### config.mk
export PLATFORM = sky130hd
export DESIGN_NAME = exc_ctrl
export DESIGN_NICKNAME = d
export VERILOG_FILES = /design/src/rtl/cp0_pkg.sv /design/src/rtl/int_sync.sv /design/src/rtl/exc_ctrl.sv
export SDC_FILE = /design/constraint.sdc
export NUM_CORES = 1
export LEC_CHECK = 0
export CAP_MARGIN = 20
export CORE_ASPECT_RATIO = 0.8
export CORE_UTILIZATION = 24
export DETAILED_ROUTE_END_ITERATION = 16
export PLACE_DENSITY = 0.56
export SLEW_MARGIN = 20
export SYNTH_ARGS = -nofsm -noshare
export SYNTH_HDL_FRONTEND = slang
export SYNTH_SLANG_ARGS = --single-unit
### constraint.sdc
create_clock -name clk -period 1.43 [get_ports clk]
set_input_delay 0.286 -clock clk [delete_from_list [all_inputs] [get_ports clk]]
set_output_delay 0.286 -clock clk [all_outputs]
set_load 0.05 [all_outputs]
### src/rtl/cp0_pkg.sv
// Shared CP0 definitions for the exception controller: FSM state type,
// Status bit positions, ExcCode constants, exception vector and a Cause
// packing helper.
package cp0_pkg;

  localparam int unsigned XLEN         = 32;
  localparam int unsigned INT_W        = 6;
  localparam int unsigned EXC_CODE_W   = 5;

  // Status register bit positions
  localparam int unsigned STATUS_IE    = 0;
  localparam int unsigned STATUS_EXL   = 1;
  localparam int unsigned STATUS_IM_LO = 10;
  localparam int unsigned STATUS_IM_HI = 15;

  // ExcCode values
  localparam logic [EXC_CODE_W-1:0] EXC_INT  = 5'd0;
  localparam logic [EXC_CODE_W-1:0] EXC_ADEL = 5'd4;
  localparam logic [EXC_CODE_W-1:0] EXC_ADES = 5'd5;
  localparam logic [EXC_CODE_W-1:0] EXC_SYS  = 5'd8;
  localparam logic [EXC_CODE_W-1:0] EXC_BP   = 5'd9;
  localparam logic [EXC_CODE_W-1:0] EXC_RI   = 5'd10;
  localparam logic [EXC_CODE_W-1:0] EXC_OV   = 5'd12;

  localparam logic [XLEN-1:0] EXC_VECTOR = 32'hBFC0_0380;

  typedef enum logic [1:0] {
    ST_IDLE   = 2'd0,
    ST_SAVE   = 2'd1,
    ST_VECTOR = 2'd2,
    ST_RETURN = 2'd3
  } exc_state_e;

  // Cause layout: BD at 31, pending interrupts at 15:10, ExcCode at 6:2
  function automatic logic [XLEN-1:0] cause_pack(input logic                  bd,
                                                 input logic [INT_W-1:0]      ip,
                                                 input logic [EXC_CODE_W-1:0] code);
    return {bd, 15'b0, ip, 3'b0, code, 2'b0};
  endfunction

endpackage

### src/rtl/int_sync.sv
// Multi-stage register chain for sampling asynchronous interrupt lines.
// Ports: clk, rst_n (async active-low), i_d (raw lines), o_q (sampled lines,
// STAGES cycles behind i_d).
module int_sync #(
  parameter int unsigned WIDTH  = 6,
  parameter int unsigned STAGES = 2
) (
  input  logic             clk,
  input  logic             rst_n,
  input  logic [WIDTH-1:0] i_d,
  output logic [WIDTH-1:0] o_q
);

  logic [WIDTH-1:0] r_sync [STAGES];

  // Shift chain; stage 0 captures the raw inputs
  always_ff @(posedge clk or negedge rst_n) begin
    if (!rst_n) begin
      for (int unsigned i = 0; i < STAGES; i++) r_sync[i] <= '0;
    end else begin
      r_sync[0] <= i_d;
      for (int unsigned i = 1; i < STAGES; i++) r_sync[i] <= r_sync[i-1];
    end
  end

  assign o_q = r_sync[STAGES-1];

endmodule

### src/rtl/exc_ctrl.sv
// CP0 exception/interrupt sequencer. Accepts a committed exception, a
// pending enabled interrupt or an ERET while idle, then emits registered
// single-cycle write strobes toward Status/Cause/EPC and a fetch redirect
// with flush.
// Ports: clk, reset (async active-low); status_q/epc_q current CP0 values;
// int_req raw interrupt lines; exc_valid/exc_code/commit_pc/commit_bd/eret
// from commit; *_we/*_wdata register writes; redirect_valid/redirect_pc,
// flush, busy.
// Build option: define EXC_CTRL_INT_SYNC_EN to sample int_req through a
// two-flop synchronizer instead of a single register.
module exc_ctrl
  import cp0_pkg::*;
(
  input  logic                  clk,
  input  logic                  reset,
  input  logic [XLEN-1:0]       status_q,
  input  logic [XLEN-1:0]       epc_q,
  input  logic [INT_W-1:0]      int_req,
  input  logic                  exc_valid,
  input  logic [EXC_CODE_W-1:0] exc_code,
  input  logic [XLEN-1:0]       commit_pc,
  input  logic                  commit_bd,
  input  logic                  eret,
  output logic                  status_we,
  output logic [XLEN-1:0]       status_wdata,
  output logic                  cause_we,
  output logic [XLEN-1:0]       cause_wdata,
  output logic                  epc_we,
  output logic [XLEN-1:0]       epc_wdata,
  output logic                  redirect_valid,
  output logic [XLEN-1:0]       redirect_pc,
  output logic                  flush,
  output logic                  busy
);

`ifdef EXC_CTRL_INT_SYNC_EN
  localparam int unsigned SYNC_STAGES = 2;
`else
  localparam int unsigned SYNC_STAGES = 1;
`endif

  logic [INT_W-1:0] w_int_s;
  logic             w_int_pend;

  int_sync #(
    .WIDTH  (INT_W),
    .STAGES (SYNC_STAGES)
  ) u_int_sync (
    .clk   (clk),
    .rst_n (reset),
    .i_d   (int_req),
    .o_q   (w_int_s)
  );

  assign w_int_pend = (|(w_int_s & status_q[STATUS_IM_HI:STATUS_IM_LO]))
                    & status_q[STATUS_IE] & ~status_q[STATUS_EXL];

  exc_state_e r_state, w_next_state;

  logic            w_status_we, w_cause_we, w_epc_we, w_redirect_valid, w_flush, w_busy;
  logic [XLEN-1:0] w_status_wdata, w_cause_wdata, w_epc_wdata, w_redirect_pc;

  logic            r_status_we, r_cause_we, r_epc_we, r_redirect_valid, r_flush, r_busy;
  logic [XLEN-1:0] r_status_wdata, r_cause_wdata, r_epc_wdata, r_redirect_pc;

  // State register
  always_ff @(posedge clk or negedge reset) begin
    if (!reset) r_state <= ST_IDLE;
    else        r_state <= w_next_state;
  end

  // Next state plus the output values of the state being entered; the
  // output registers load these so every pulse coincides with its state.
  always_comb begin
    w_next_state     = r_state;
    w_status_we      = 1'b0;
    w_status_wdata   = '0;
    w_cause_we       = 1'b0;
    w_cause_wdata    = '0;
    w_epc_we         = 1'b0;
    w_epc_wdata      = '0;
    w_redirect_valid = 1'b0;
    w_redirect_pc    = '0;
    w_flush          = 1'b0;

    case (r_state)
      ST_IDLE: begin
        if (exc_valid || w_int_pend) begin
          // Entering SAVE: capture the faulting context this cycle
          w_next_state              = ST_SAVE;
          w_epc_we                  = 1'b1;
          w_epc_wdata               = commit_pc;
          w_cause_we                = 1'b1;
          w_cause_wdata             = exc_valid ? cause_pack(commit_bd, w_int_s, exc_code)
                                                : cause_pack(commit_bd, w_int_s, EXC_INT);
          w_status_we               = 1'b1;
          w_status_wdata            = status_q;
          w_status_wdata[STATUS_EXL] = 1'b1;
        end else if (eret) begin
          // Entering RETURN: drop EXL and jump back to EPC
          w_next_state              = ST_RETURN;
          w_status_we               = 1'b1;
          w_status_wdata            = status_q;
          w_status_wdata[STATUS_EXL] = 1'b0;
          w_redirect_valid          = 1'b1;
          w_redirect_pc             = epc_q;
          w_flush                   = 1'b1;
        end
      end
      ST_SAVE: begin
        w_next_state     = ST_VECTOR;
        w_redirect_valid = 1'b1;
        w_redirect_pc    = EXC_VECTOR;
        w_flush          = 1'b1;
      end
      ST_VECTOR: w_next_state = ST_IDLE;
      ST_RETURN: w_next_state = ST_IDLE;
      default:   w_next_state = ST_IDLE;
    endcase

    w_busy = (w_next_state != ST_IDLE);
  end

  // Output registers
  always_ff @(posedge clk or negedge reset) begin
    if (!reset) begin
      r_status_we      <= 1'b0;
      r_status_wdata   <= '0;
      r_cause_we       <= 1'b0;
      r_cause_wdata    <= '0;
      r_epc_we         <= 1'b0;
      r_epc_wdata      <= '0;
      r_redirect_valid <= 1'b0;
      r_redirect_pc    <= '0;
      r_flush          <= 1'b0;
      r_busy           <= 1'b0;
    end else begin
      r_status_we      <= w_status_we;
      r_status_wdata   <= w_status_wdata;
      r_cause_we       <= w_cause_we;
      r_cause_wdata    <= w_cause_wdata;
      r_epc_we         <= w_epc_we;
      r_epc_wdata      <= w_epc_wdata;
      r_redirect_valid <= w_redirect_valid;
      r_redirect_pc    <= w_redirect_pc;
      r_flush          <= w_flush;
      r_busy           <= w_busy;
    end
  end

  assign status_we      = r_status_we;
  assign status_wdata   = r_status_wdata;
  assign cause_we       = r_cause_we;
  assign cause_wdata    = r_cause_wdata;
  assign epc_we         = r_epc_we;
  assign epc_wdata      = r_epc_wdata;
  assign redirect_valid = r_redirect_valid;
  assign redirect_pc    = r_redirect_pc;
  assign flush          = r_flush;
  assign busy           = r_busy;

endmodule

==> results of run 1 <==
## final cells by class
| cell class | count | share of cell area |
|---|---|---|
| repair buffers | 251 | 0.407 |
| well taps | 253 | 0.0349 |
| multi-input cells | 148 | 0.152 |
| clock inverters | 7 | 0.0152 |
| flip-flops and latches | 119 | 0.329 |
| inverters | 13 | 0.00538 |
| clock buffers | 24 | 0.0575 |
## synthesized netlist by cell type, types with 2 or more instances
| cell type | n | area (um2) |
|---|---|---|
| inv_1 | 13 | 48.8 |
| a22oi_2 | 3 | 37.5 |
| o211a_1 | 39 | 390 |
| buf_2 | 11 | 55.1 |
| buf_4 | 24 | 180 |
| a31oi_1 | 4 | 25.0 |
| o311a_1 | 31 | 310 |
| clkbuf_1 | 24 | 90.1 |
| dfrtp_1 | 119 | 2980 |
| o41ai_2 | 10 | 163 |
| nand2b_1 | 3 | 18.8 |
| a21boi_0 | 2 | 15.0 |
| buf_6 | 3 | 33.8 |
| and4_1 | 20 | 175 |
| o41ai_1 | 2 | 17.5 |
| and3_1 | 5 | 31.3 |
## sequential cells by signal (all words and copies together), names as in the netlist
signal	cells
epc_wdata	32
redirect_pc	32
status_wdata	32
cause_wdata	12
u_int_sync.o_q	6
r_state	2
busy	1
flush	1
status_we	1
## worst paths after layout
path	start	endpoint	cells after the start
setup / recovery	u_int_sync.o_q[4]$_DFF_PN0_	status_wdata[20]$_DFF_PN0_	4
hold / removal	reset	status_wdata[29]$_DFF_PN0_	2
setup reg to reg	u_int_sync.o_q[4]$_DFF_PN0_	status_wdata[20]$_DFF_PN0_	4
hold reg to reg	u_int_sync.o_q[5]$_DFF_PN0_	cause_wdata[15]$_DFF_PN0_	1
max in group asynchronous	reset	cause_wdata[11]$_DFF_PN0_	3
min in group clk	int_req[3]	u_int_sync.o_q[3]$_DFF_PN0_	1
## metal layers
| metal | vias up | track usage | share of wire |
|---|---|---|---|
| met3 | 13 | 0.0778 | 0.11 |
| met4 | 0 | 0.0445 | 0.0085 |
| met1 | 1820 | 0.173 | 0.40 |
| li1 | 1623 | - | - |
| met5 | - | 0 | 0 |
| met2 | 177 | 0.241 | 0.48 |
## per-stage QoR
step / worst slack, ns / TNS, ns / utilization / cell area, um2 / instances
floorplan: 0.0446 / 0 / - / 4690 / 341
global placement: -0.440 / -39.33 / 0.450 / 8330 / 780
detailed placement: -0.489 / -41.66 / 0.450 / 8330 / 780
CTS: -0.0460 / -1.17 / 0.488 / 9020 / 813
global route: -0.103 / -3.50 / 0.490 / 9070 / 815
finish: -0.0720 / -2.09 / 0.490 / 9070 / 815
## kinds of logic (layout without fill, tap and decap cells)
kind of cell    count (synthesis)  in the layout  synth area share
flops                         119            119             0.645
compound gates                 93             95             0.211
buf+inv                        76            295            0.0891
simple gates                   33             33            0.0544
other cells                     1             20          0.000812
## where the power goes
| group | internal, mW | switching [mW] |
|---|---|---|
| logic | 4.19 | 4.67 |
| registers | 4.19 | 0.744 |
| clock network | 3.23 | 1.47 |
## critical path, delay by kind of cell (launching register included)
family	cells	cell delay [ns]
buffers and inverters	1	0.22
flip-flops	1	0.39
AO/OA/AOI/OAI	3	0.77
## timing repair
item,in CTS,in global routing
setup endpoints to repair,89,81
hold buffers,1,0
hold endpoints to repair,12,0
buffers inserted,1,0
cloned,0,2
gates resized for setup,2,5
pin swaps,4,2
==> qor.csv, run 1 <==
stage,metric,value,unit
power,Lkg Pwr,4.42,nW
layout,Antenna Cells,0,
logic_synthesis,ys flop type,dfrtp_1,
timing,RSZ-0062 raised after global routing,yes,
route,drt wl/cell,18.2,um
global_route,largest net degree at the start of global routing,54,
status,failing checks,negative setup slack,
logic_synthesis,Syn Area/Cell,14.3,um2
floorplan,die height,126,um
timing,Hold Slack,0.307,ns
logic_synthesis,Netlist cell types,25,
clock_tree,deepest clock path buffer count,2,
logic_synthesis,async set-or-reset flop fraction in the synthesized netlist,1.00,
clock_tree,Clock H-tree levels,4,
global_route,gr usage total,0.150,
timing,"Hold Vio Cnt, Final",0,
floorplan,Boundary Pins,246,
worst_setup_path,cell chain of the critical path,a22oi_2 -> a31oi_4 -> buf_12 -> o311a_1,
power,PD cells,2040,nW/um2
power,Tot Pwr,18.5,mW
worst_setup_path,critical path peak fanout,41,
worst_setup_path,CP Class,reg -> reg,
layout,"most common cell after layout, fill and taps aside",buf_12,
logic_synthesis,Yosys reg bits,119,
floorplan,core area,18500,um2
floorplan,die area,19800,um2
layout,layout cell share with drive strength beyond 1,0.343,
clock_tree,insertion delay to the later sink of the worst-skew pair,0.41,ns
route,First-pass DRT Iterations,4,
logic_synthesis,synth warn,0,
logic_synthesis,Netlist Area Pre-Place,4620,um2
route,Routed Antenna Nets,0,
hold_path,min-delay worst type,in -> async,
worst_setup_path,Critical Path AT,1.79,ns
global_route,initial antenna violation count,0,
logic_synthesis,"EDFF count, synth",0,
placement,RePlAce Congestion,0.753,
layout,area growth from synthesis to layout,96.3,%
layout,# fillers,1593,
power,maximum VDD drop,0.791,mV
global_route,vias in the first global route,3839,
floorplan,Row Count,44,
timing,final setup fails,43,
worst_setup_path,crit end category,register,
route,DRC Markers,0,
timing,post-route minimum period,1.50,ns
status,status,finished with violations,
timing,worst setup margin,-0.0720,ns
global_route,GRT overflow,0,
route,Vias per Instance,4.46,
floorplan,Starting Density,0.250,
worst_setup_path,Reg2Reg Setup Slack,-0.07,ns
timing,Final period util,1.05,
worst_setup_path,Worst path slowest cell,dfrtp_1,
layout,Final Net Count,662,
clock_tree,CTS tree,yes,
route,drt total wl,14800,um
worst_setup_path,Max stage delay on crit path,0.39,ns
timing,max frequency,0.666,GHz
clock_tree,clk sink count,119,
route,vias post-DR,3633,
clock_tree,root buf cell,clkbuf_16,
global_route,first-pass GRT wire length,21900,um
logic_synthesis,Post-Synthesis Cells,322,
layout,area of the multi-input gates,1380,um2
floorplan,die width,157,um
placement,I/O Buffers,225,
logic_synthesis,sequential fraction of the synthesis area,0.645,
layout,most frequent cells in the layout,"buf_12, dfrtp_1, clkdlybuf4s50_1",
clock_tree,TritonCTS Buffers,17,
timing,Slew Limit Fails,0,
placement,final HPWL from detailed placement,10100,um
timing,Clock Skew,0.00740,ns
route,DRT iter0 DRCs,111,
run,max-capacitance violation count,0,
worst_setup_path,nature of the critical path startpoint,register,
worst_setup_path,required time worst endpoint,1.72,ns
layout,Seq. cell area,2980,um2
clock_tree,Worst-path clk slew,0.05,ns
No activity file was read; power rests on OpenSTA's default activity.
==> run 2: changes to the inputs <==
--- a/config.mk
+++ b/config.mk
@@ -7,8 +7,10 @@
 export LEC_CHECK = 0
 export CAP_MARGIN = 20
 export CORE_ASPECT_RATIO = 0.8
+export CORE_MARGIN = 2
 export CORE_UTILIZATION = 24
 export DETAILED_ROUTE_END_ITERATION = 16
+export GPL_TIMING_DRIVEN = 0
 export PLACE_DENSITY = 0.56
 export SLEW_MARGIN = 20
 export SYNTH_ARGS = -nofsm -noshare
==> run 2 against run 1 <==
The run still ends with negative setup slack left. Non-clock buffer count is 56 higher. Via count is 3.3% higher. Total power is 13% lower. Worst setup slack worse by 0.055 ns. Cell count is 7.4% higher. Global-route usage is 0.31 points lower. Worst hold slack worse by 0.073 ns. Fmax is 3.6% lower. Die area is 2.9% higher. Combinational power is 21% lower. Critical endpoint is now status_wdata[22]$_DFF_PN0_.
==> qor.csv, run 2 (synthesis gave the netlist of run 1 again) <==
stage,metric,value,unit,change
timing,worst slew pin tran,0.851,ns,
layout,most frequent cells in the layout,"dfrtp_1, clkdlybuf4s50_1, buf_2",,
timing,post-route minimum period,1.56,ns,+0.0554 ns
run,max-capacitance violation count,0,,unchanged
placement,placed cell count,823,,+5.5%
layout,Layout Cells excl Fill,875,,+7.4%
global_route,first-pass GRT wire length,23000,um,+4.7%
worst_setup_path,Setup crit start,u_int_sync.o_q[2]$_DFF_PN0_,,
timing,Hold Slack,0.234,ns,-0.0731 ns
timing,final setup fails,83,,+93%
worst_setup_path,required time worst endpoint,1.71,ns,about the same
clock_tree,insertion delay to the later sink of the worst-skew pair,0.40,ns,about the same
worst_setup_path,Worst path slowest cell,dfrtp_1,,
worst_setup_path,Reg2Reg Depth,6,,+2
global_route,GRT overflow,0,,unchanged
clock_tree,root buf cell,clkbuf_16,,
worst_setup_path,cell chain of the critical path,a22oi_2 -> buf_6 -> a31oi_4 -> buf_8 -> buf_8 -> o311a_1,,
timing,Final period util,1.09,,+0.0388
hold_path,min-delay worst type,in -> reg,,
status,status,finished with violations,,
timing,worst setup margin,-0.127,ns,-0.0554 ns
worst_setup_path,crit end category,register,,
power,combinational power share,0.433,,-0.046
status,failing checks,negative setup slack,,
route,drt total wl,15000,um,+1.2%
worst_setup_path,nature of the critical path startpoint,register,,
global_route,largest net degree at the start of global routing,70,,+30%
placement,I/O Buffers,223,,-0.89%
hold_path,hold depth,2,,
route,drt wl/cell,17.1,um,-5.7%
power,internal power,9.52,mW,-18%
worst_setup_path,Critical Path AT,1.84,ns,+0.05 ns
clock_tree,Clock H-tree levels,4,,unchanged
global_route,vias in the first global route,4055,,+5.6%
clock_tree,deepest clock path buffer count,2,,unchanged
worst_setup_path,CP Class,reg -> reg,,
clock_tree,clk sink count,119,,unchanged
global_route,initial antenna violation count,0,,unchanged
layout,Antenna Cells,0,,unchanged
power,Lkg Pwr,4.26,nW,-3.6%
worst_setup_path,Max stage delay on crit path,0.39,ns,about the same
layout,layout cell share with drive strength beyond 1,0.378,,+0.0342
floorplan,die area,20400,um2,+2.9%
clock_tree,Worst-path clk slew,0.06,ns,about the same
route,First-pass DRT Iterations,4,,unchanged
placement,Post-DP Area,7270,um2,-13%
worst_setup_path,Worst R2R Start,u_int_sync.o_q[2]$_DFF_PN0_,,
layout,"most common cell after layout, fill and taps aside",dfrtp_1,,
layout,Seq. cell area,2980,um2,about the same
power,Clock power frac,0.293,,+0.039
floorplan,Starting Density,0.244,,-0.00555
placement,final HPWL from detailed placement,10700,um,+6.0%
timing,max frequency,0.642,GHz,-3.6%
layout,Final Net Count,716,,+8.2%
route,DRC Markers,0,,unchanged
hold_path,hold_sp,eret,,
clock_tree,CTS tree,yes,,
layout,area growth from synthesis to layout,74.8,%,
power,PD cells,2000,nW/um2,-2.1%
timing,Slew Limit Fails,0,,unchanged
floorplan,die width,159,um,+1.3%
timing,slew margin rel.,0.433,,
timing,RSZ-0062 raised after global routing,yes,,
layout,# fillers,1834,,+15%
power,switching share of power,0.410,,+0.0373
worst_setup_path,critical path peak fanout,10,,-76%
clock_tree,TritonCTS Buffers,17,,unchanged
route,Routed Antenna Nets,0,,unchanged
floorplan,die height,128,um,+1.6%
floorplan,Boundary Pins,246,,unchanged
floorplan,Row Count,45,,+2.3%
route,vias post-DR,3753,,+3.3%
floorplan,core area,18900,um2,+2.3%
global_route,gr usage total,0.147,,-0.00309
power,Sw Pwr,6.61,mW,-4.0%
power,maximum VDD drop,0.956,mV,+21%
layout,area of the multi-input gates,1400,um2,+1.9%
layout,Finished Cell Area,8070,um2,-11%
timing,"Hold Vio Cnt, Final",0,,unchanged
power,register share of total power,0.274,,+0.007
worst_setup_path,CP dominant cell by count,buf_8,,
placement,RePlAce Congestion,0.725,,-3.7%
route,DRT iter0 DRCs,166,,+50%
route,Vias per Instance,4.29,,-3.8%
timing,Clock Skew,0.00494,ns,-0.00246 ns
==> run 2: changes by cell type in the layout (fill, tap and decap cells not counted), sizes merged <==
cell / change
clkbuf: +22
clkinvlp: +3
dlygate4sd2: +1
clkinv: +1
clkdlybuf4s50: -2
buf: -7
a31o: -2
bufinv: +1
clkdlybuf4s15: +38
==> run 2: timing repair <==
action | 4_1_cts | 5_1_grt
hold buffers | 1 | 0
resized for setup | 430 | 127
endpoints found under the hold margin | 50 | 0
gates cloned | 2 | 4
setup buffers | 11 | 2
setup endpoints to repair | 225 | 160
pin swaps | 5 | 14
==> run 2: cell type report <==
cell class,count,area share
sequential,119,0.369
tap,258,0.0400
inverter,13,0.00604
clock inverter,12,0.0246
multi-input combinational,146,0.174
timing repair buffer,244,0.272
buffer,63,0.0578
clock buffer,20,0.0566
==> run 2: through the flow <==
stage	worst slack, ns	total power, mW	setup TNS [ns]	util
detailed placement	-0.589	11.6	-55.45	0.385
finish	-0.127	16.1	-5.16	0.427
CTS	-0.122	16.4	-3.36	0.433
global placement	-4.45	11.5	-579.29	0.383
global route	-0.183	16.8	-11.02	0.427
floorplan	0.0446	9.00	0	-
==> run 2: final timing paths <==
path / end / slack [ns]
max in group asynchronous: redirect_pc[15]$_DFF_PN0_ / 0.31
worst max register to register: status_wdata[22]$_DFF_PN0_ / -0.13
worst max-delay path: status_wdata[22]$_DFF_PN0_ / -0.13
worst min-delay path: status_wdata[31]$_DFF_PN0_ / 0.23
min in group asynchronous: epc_wdata[26]$_DFF_PN0_ / 0.40
worst min register to register: cause_wdata[15]$_DFF_PN0_ / 0.53
==> run 2: critical path, delay by kind of cell (launching register included) <==
kind,cells,cell delay [ns]
AOI/OAI and AO/OA,3,0.59
buffers and inverters,3,0.45
DFF,1,0.39
==> run 2: power by group through the flow <==
stage	combinational [mW]	clock [mW]	sequential (mW)
2_1_floorplan	1.72	0	7.28
3_3_place_gp	7.05	0	4.49
3_5_place_dp	7.11	0	4.50
4_1_cts	7.05	4.85	4.45
5_1_grt	7.34	5.01	4.50
6_report	6.98	4.73	4.42
==> run 2: metal layers <==
layer	vias up	routed length (um)	global-route usage
met1	1860	6430	0.180
met2	153	7140	0.234
met5	-	0	0
li1	1730	-	-
met3	10	1290	0.0705
met4	0	128	0.0369
